[config.mk]
export PLATFORM = sky130hd
export DESIGN_NAME = adxl345_sequencer
export DESIGN_NICKNAME = d
export VERILOG_FILES = /design/src/rtl/adxl345_sequencer.sv
export SDC_FILE = /design/constraint.sdc
export NUM_CORES = 1
export LEC_CHECK = 0
export BUFFER_PORTS_ARGS = -buffer_cell sky130_fd_sc_hd__buf_2
export CELL_PAD_IN_SITES_DETAIL_PLACEMENT = 1
export CELL_PAD_IN_SITES_GLOBAL_PLACEMENT = 1
export CORE_MARGIN = 1.5
export CORE_UTILIZATION = 43
export CTS_BUF_LIST = sky130_fd_sc_hd__clkbuf_8
export CTS_CLUSTER_DIAMETER = 60
export DETAILED_ROUTE_END_ITERATION = 12
export PLACE_DENSITY_LB_ADDON = 0.1
export SYNTH_ARGS = -nofsm -noshare
export SYNTH_HDL_FRONTEND = slang
export SYNTH_SLANG_ARGS = --single-unit
[constraint.sdc]
create_clock -name clk -period 2.35 [get_ports clk]
set_input_delay 0.1175 -clock clk [delete_from_list [all_inputs] [get_ports clk]]
set_output_delay 0.1175 -clock clk [all_outputs]
set_load 0.1 [all_outputs]
[src/rtl/adxl345_sequencer.sv]
// rtl/adxl345_sequencer.sv - ADXL345 bring-up and periodic X/Y/Z sample sequencer over a byte SPI engine
module adxl345_sequencer #(
    parameter int         SAMPLE_DIV = 500000,
    parameter int         PWRUP_WAIT = 100000,
    parameter int         CS_GAP     = 4,
    parameter int         TIMEOUT    = 4096,
    parameter logic [7:0] FMT_VAL    = 8'h00
) (
    input  logic        clk,
    input  logic        reset_n,
    input  logic        spi_busy,
    input  logic        spi_done,
    input  logic [7:0]  spi_rx,
    output logic        spi_start,
    output logic [7:0]  spi_tx,
    output logic        cs_n,
    output logic [15:0] X,
    output logic [15:0] Y,
    output logic [15:0] Z,
    output logic        data_valid,
    output logic        init_done,
    output logic        id_err,
    output logic        overrun
);
    localparam int WAIT_W = $clog2(PWRUP_WAIT + 1);
    localparam int TICK_W = $clog2(SAMPLE_DIV + 1);
    localparam int TMO_W  = $clog2(TIMEOUT + 1);
    localparam int GAP_W  = $clog2(CS_GAP + 1);

    typedef enum logic [3:0] {
        S_PWRUP, S_ID, S_ID_CHK, S_FMT, S_PWR, S_IDLE, S_READ, S_UPDATE, S_GAP
    } state_t;

    state_t            state, gap_next;
    logic [WAIT_W-1:0] wait_cnt;
    logic [TICK_W-1:0] tick_cnt;
    logic [TMO_W-1:0]  tmo_cnt;
    logic [GAP_W-1:0]  gap_cnt;
    logic [2:0]        byte_idx;
    logic              outstanding, launch, pending;
    logic [7:0]        id_byte;
    logic [7:0]        shadow [0:5];
    logic              tick, consume;
    logic [2:0]        last_idx;

    function automatic logic [7:0] tx_byte(input state_t s, input logic [2:0] idx);
        logic first;
        first = (idx == 3'd0);
        case (s)
            S_ID:    tx_byte = first ? 8'h80 : 8'h00;
            S_FMT:   tx_byte = first ? 8'h31 : FMT_VAL;
            S_PWR:   tx_byte = first ? 8'h2D : 8'h08;
            S_READ:  tx_byte = first ? 8'hF2 : 8'h00;
            default: tx_byte = 8'h00;
        endcase
    endfunction

    always_comb begin
        tick     = init_done && (tick_cnt == TICK_W'(SAMPLE_DIV - 1));
        consume  = (state == S_IDLE) && pending;
        last_idx = (state == S_READ) ? 3'd6 : 3'd1;
    end

    always_ff @(posedge clk) begin
        if (!reset_n) begin
            state       <= S_PWRUP;
            gap_next    <= S_IDLE;
            wait_cnt    <= '0;
            tick_cnt    <= '0;
            tmo_cnt     <= '0;
            gap_cnt     <= '0;
            byte_idx    <= '0;
            outstanding <= 1'b0;
            launch      <= 1'b0;
            pending     <= 1'b0;
            id_byte     <= '0;
            for (int i = 0; i < 6; i++) shadow[i] <= '0;
            cs_n        <= 1'b1;
            spi_start   <= 1'b0;
            spi_tx      <= '0;
            X           <= '0;
            Y           <= '0;
            Z           <= '0;
            data_valid  <= 1'b0;
            init_done   <= 1'b0;
            id_err      <= 1'b0;
            overrun     <= 1'b0;
        end else begin
            spi_start  <= 1'b0;
            data_valid <= 1'b0;
            overrun    <= 1'b0;

            if (!init_done)  tick_cnt <= '0;
            else if (tick)   tick_cnt <= '0;
            else             tick_cnt <= tick_cnt + 1'b1;

            // One-deep request queue: a tick that finds it full is dropped and reported.
            if (tick) begin
                if (pending && !consume) overrun <= 1'b1;
                pending <= 1'b1;
            end else if (consume) begin
                pending <= 1'b0;
            end

            case (state)
                S_PWRUP: begin
                    if (wait_cnt == WAIT_W'(PWRUP_WAIT - 1)) begin
                        state    <= S_ID;
                        cs_n     <= 1'b0;
                        byte_idx <= '0;
                        launch   <= 1'b1;
                    end else begin
                        wait_cnt <= wait_cnt + 1'b1;
                    end
                end
                S_ID, S_FMT, S_PWR, S_READ: begin
                    if (outstanding) begin
                        if (spi_done) begin
                            if (state == S_ID && byte_idx == 3'd1) id_byte <= spi_rx;
                            if (state == S_READ && byte_idx != 3'd0) shadow[byte_idx - 3'd1] <= spi_rx;
                            if (byte_idx == last_idx) begin
                                outstanding <= 1'b0;
                                cs_n        <= 1'b1;
                                gap_cnt     <= '0;
                                case (state)
                                    S_ID:    begin state <= S_GAP; gap_next <= S_ID_CHK; end
                                    S_FMT:   begin state <= S_GAP; gap_next <= S_PWR; end
                                    S_PWR:   begin state <= S_GAP; gap_next <= S_IDLE; end
                                    default: state <= S_UPDATE;
                                endcase
                            end else begin
                                byte_idx <= byte_idx + 3'd1;
                                tmo_cnt  <= '0;
                                if (!spi_busy) begin
                                    spi_start <= 1'b1;
                                    spi_tx    <= tx_byte(state, byte_idx + 3'd1);
                                end else begin
                                    outstanding <= 1'b0;
                                    launch      <= 1'b1;
                                end
                            end
                        end else if (tmo_cnt == TMO_W'(TIMEOUT - 1)) begin
                            // Engine hung: drop the device and rerun bring-up; X/Y/Z keep old data.
                            outstanding <= 1'b0;
                            cs_n        <= 1'b1;
                            init_done   <= 1'b0;
                            pending     <= 1'b0;
                            wait_cnt    <= '0;
                            state       <= S_PWRUP;
                        end else begin
                            tmo_cnt <= tmo_cnt + 1'b1;
                        end
                    end else if (launch && !spi_busy) begin
                        spi_start   <= 1'b1;
                        spi_tx      <= tx_byte(state, byte_idx);
                        outstanding <= 1'b1;
                        launch      <= 1'b0;
                        tmo_cnt     <= '0;
                    end
                end
                S_ID_CHK: begin
                    if (id_byte == 8'hE5) begin
                        id_err   <= 1'b0;
                        state    <= S_FMT;
                        cs_n     <= 1'b0;
                        byte_idx <= '0;
                        launch   <= 1'b1;
                    end else begin
                        id_err   <= 1'b1;
                        wait_cnt <= '0;
                        state    <= S_PWRUP;
                    end
                end
                S_IDLE: begin
                    if (pending) begin
                        state    <= S_READ;
                        cs_n     <= 1'b0;
                        byte_idx <= '0;
                        launch   <= 1'b1;
                    end
                end
                S_UPDATE: begin
                    X          <= {shadow[1], shadow[0]};
                    Y          <= {shadow[3], shadow[2]};
                    Z          <= {shadow[5], shadow[4]};
                    data_valid <= 1'b1;
                    gap_cnt    <= '0;
                    gap_next   <= S_IDLE;
                    state      <= S_GAP;
                end
                S_GAP: begin
                    if (gap_cnt == GAP_W'(CS_GAP - 1)) begin
                        state <= gap_next;
                        if (gap_next == S_PWR) begin
                            cs_n     <= 1'b0;
                            byte_idx <= '0;
                            launch   <= 1'b1;
                        end
                        if (gap_next == S_IDLE) init_done <= 1'b1;
                    end else begin
                        gap_cnt <= gap_cnt + 1'b1;
                    end
                end
                default: state <= S_PWRUP;
            endcase
        end
    end
endmodule
==> metrics.cfg <==
[worst_setup_path]
critPathLaunchType = flop
slowest_stage = or4b_2
worstReg2RegStart = gap_cnt[0]
crit_required_ns = 2.72
crit_path_frequent_cell = ha_1
worst-path-max-fanout = 4
critPathLaunch = gap_cnt[0]
crit_path_end_kind = flop
critical_path_class = flop to flop
slowest_delay_ns = 0.63
arrival_ns = 2.61
crit_chain = ha_1, ha_1, or4b_2, a21oi_2, nor3_2, nand2_1, a21oi_1, o31ai_1

[yosys]
mappedNetlistNets = 863
synth_compound_area_frac = 0.0845
synth_area_per_cell_um2 = 9.17
async_reset_ff_frac = 0
synth_top_family_by_area = simple AND/OR/NAND/NOR gates
synth_edf_count = 48
synth-seq-cells = 182
synth_simple_gate_area_frac = 0.248
synth_cells = 841
yosys.area.top_type_share = 0.348
ys_types = 62
synthMuxAreaShare = 0.0268
synth_top_area_cell = dfxtp_1
ys_seq_area_frac = 0.535
synth-xor-area-share = 0.0522
synthAdderAreaFrac = 0.0162
syn-cell-area_um2 = 7710
synth_flop_cell = dfxtp_1
yosys_warnings = 0
synth_area_leaders = dfxtp_1 (35%), edfxtp_1 (19%), nand2_1 (7.1%)

[sta]
hold_viol = 0
setup_tns_ns = 0
worst_pin_slew_ns = 0.820
fin_crit_ns = 2.23
skew_ns = 0.0111
rsz0062_at_grt = false
timing.fmax_ghz = 0.448
slew_violations = 0
layout_setup_ws_ns = 0.116
setup_viol = 0
relSlewSlack = 0.453
holdWs_ns = 0.124
fin_crit_sh = 0.951

[power]
cellLeakagePower_nw = 3.32
ir_drop_uv = 320
totalPowerFinal_mw = 5.38
pwr_density_cell_nw_per_um2 = 602

[placement]
io_buffers = 73
dpl_worst_slack_ns = 0.0511
place.gp.congestion = 0.850
dp_hpwl_um = 13800

[floorplan]
die_w_um = 137
core-area_um2 = 17400
io_pins = 74
die_h_um = 137
die_area_um2 = 18700
rows = 48
initial_utilization = 0.443

[drt]
drc = 0
first_pass_iters = 4
avgViaCountPerCell = 5.25
wl_per_cell_um = 16.2
routed_wl_um = 19100
antenna_left = 0
drt_iter0_markers = 313
num_vias = 6159

[global_route]
grtUsageTotal = 0.212
grt_max_degree = 76
antenna_found_initial = 0
grt_overflow = 0
grt_pass1_wl_um = 31000
first_global_vias = 6293

[cts]
numCtsBuffers = 17
clk_path_buf_depth = 2
clock-sinks = 182
clkLatencyLatePin_ns = 0.47
cts_tree = yes
path_clk_slew_ns = 0.10
h-tree-depth = 4
root_buffer = clkbuf_8

[final_layout]
diodes = 0
final_cell_mix = nand2_1 (142), dfxtp_1 (134), nor2_1 (133), buf_2 (73), a21oi_1 (65)
synthToLayoutAreaGrowth_pct = 15.9
drive_above_1_share = 0.179
utilization = 0.513
fin_nets = 958
layout_commonest_cell = nand2_1

[job]
cap_violations = 0

[status]
status = finished clean

[min_path]
min_from = reset_n
hp-class = input port to flop

## synthesized netlist by cell type (all sizes together) (4+ instances only)
master,instances
nand2,145
dfxtp,134
nor2,134
a21oi,67
edfxtp,48
xnor2,34
nand3,29
clkbuf,27
inv,25
nor3,24
mux2i,18
buf,17
nand4,14
xor2,12
nor4,11
o21ai,11
ha,10
and3,9
a31oi,5
nand2b,5
nor3b,5
o31ai,5
a211oi,4
nor4b,4
o21a,4
or4,4
## flip-flops by register name, indices dropped and copies added, names as in the netlist, 3 cells and up
| signal | count |
|---|---|
| shadow | 48 |
| tick_cnt | 19 |
| wait_cnt | 17 |
| X | 16 |
| Y | 16 |
| Z | 16 |
| tmo_cnt | 13 |
| id_byte | 8 |
| spi_tx | 7 |
| state | 4 |
| byte_idx | 3 |
| gap_cnt | 3 |
| gap_next | 3 |
## worst max-delay path, delay by kind of cell (launching register included)
kind                       cells  cell delay [ns]
AOI/OAI and AO/OA              3             0.51
adders and majority gates      2             0.42
DFF                            1             0.34
and+or+nand+nor                3             0.86
## cell type report
cell class / count / area [um^2]
Inverter: 25 / 93.8
Sequential cell: 182 / 4120
Clock buffer: 18 / 248
Clock inverter: 14 / 114
Timing Repair Buffer: 120 / 754
Tap cell: 225 / 282
Fill cell: 2023 / 8470
Multi-Input combinational cell: 590 / 3330
## through the flow
step	area, um^2	cells
4_1_cts	8890	1172
3_5_place_dp	8450	1132
6_report	8940	1174
3_3_place_gp	8450	1132
5_1_grt	8940	1174
2_1_floorplan	7710	841
## worst paths after layout
path	end	slack, ns	depth (start not counted)
worst max-delay path	byte_idx[1]	0.12	8
worst min-delay path	gap_next[0]	0.12	3
worst max register to register	byte_idx[1]	0.12	8
worst min register to register	Y[15]	0.46	2
## routing by layer
| layer | share of wire | wire length [um] | GRT usage |
|---|---|---|---|
| met1 | 0.45 | 8510 | 0.257 |
| met4 | 0.016 | 314 | 0.0667 |
| met3 | 0.029 | 558 | 0.0404 |
| met2 | 0.51 | 9670 | 0.377 |
| met5 | 0 | 0 | 0 |
## power breakdown
part | switching, mW | internal, mW | total (mW)
combinational | 0.0785 | 0.0345 | 0.113
clock | 1.21 | 0.790 | 2.00
sequential | 0.0179 | 3.25 | 3.27
## kinds of logic (layout without fill, tap and decap cells)
| group | after synthesis | in the layout |
|---|---|---|
| simple gates | 406 | 406 |
| flops | 182 | 182 |
| xor+xnor | 46 | 46 |
| buf+inv | 69 | 177 |
| compound gates | 108 | 108 |
| mux | 20 | 20 |
| fa+ha+maj | 10 | 10 |
## repair_timing
action,in CTS,in global routing
setup buffers,0,2
endpoints found under the hold margin,8,0
gates resized for setup,0,8
endpoints found under the setup margin,0,86
hold buffers,8,0
No activity file was read; power rests on OpenSTA's default activity.
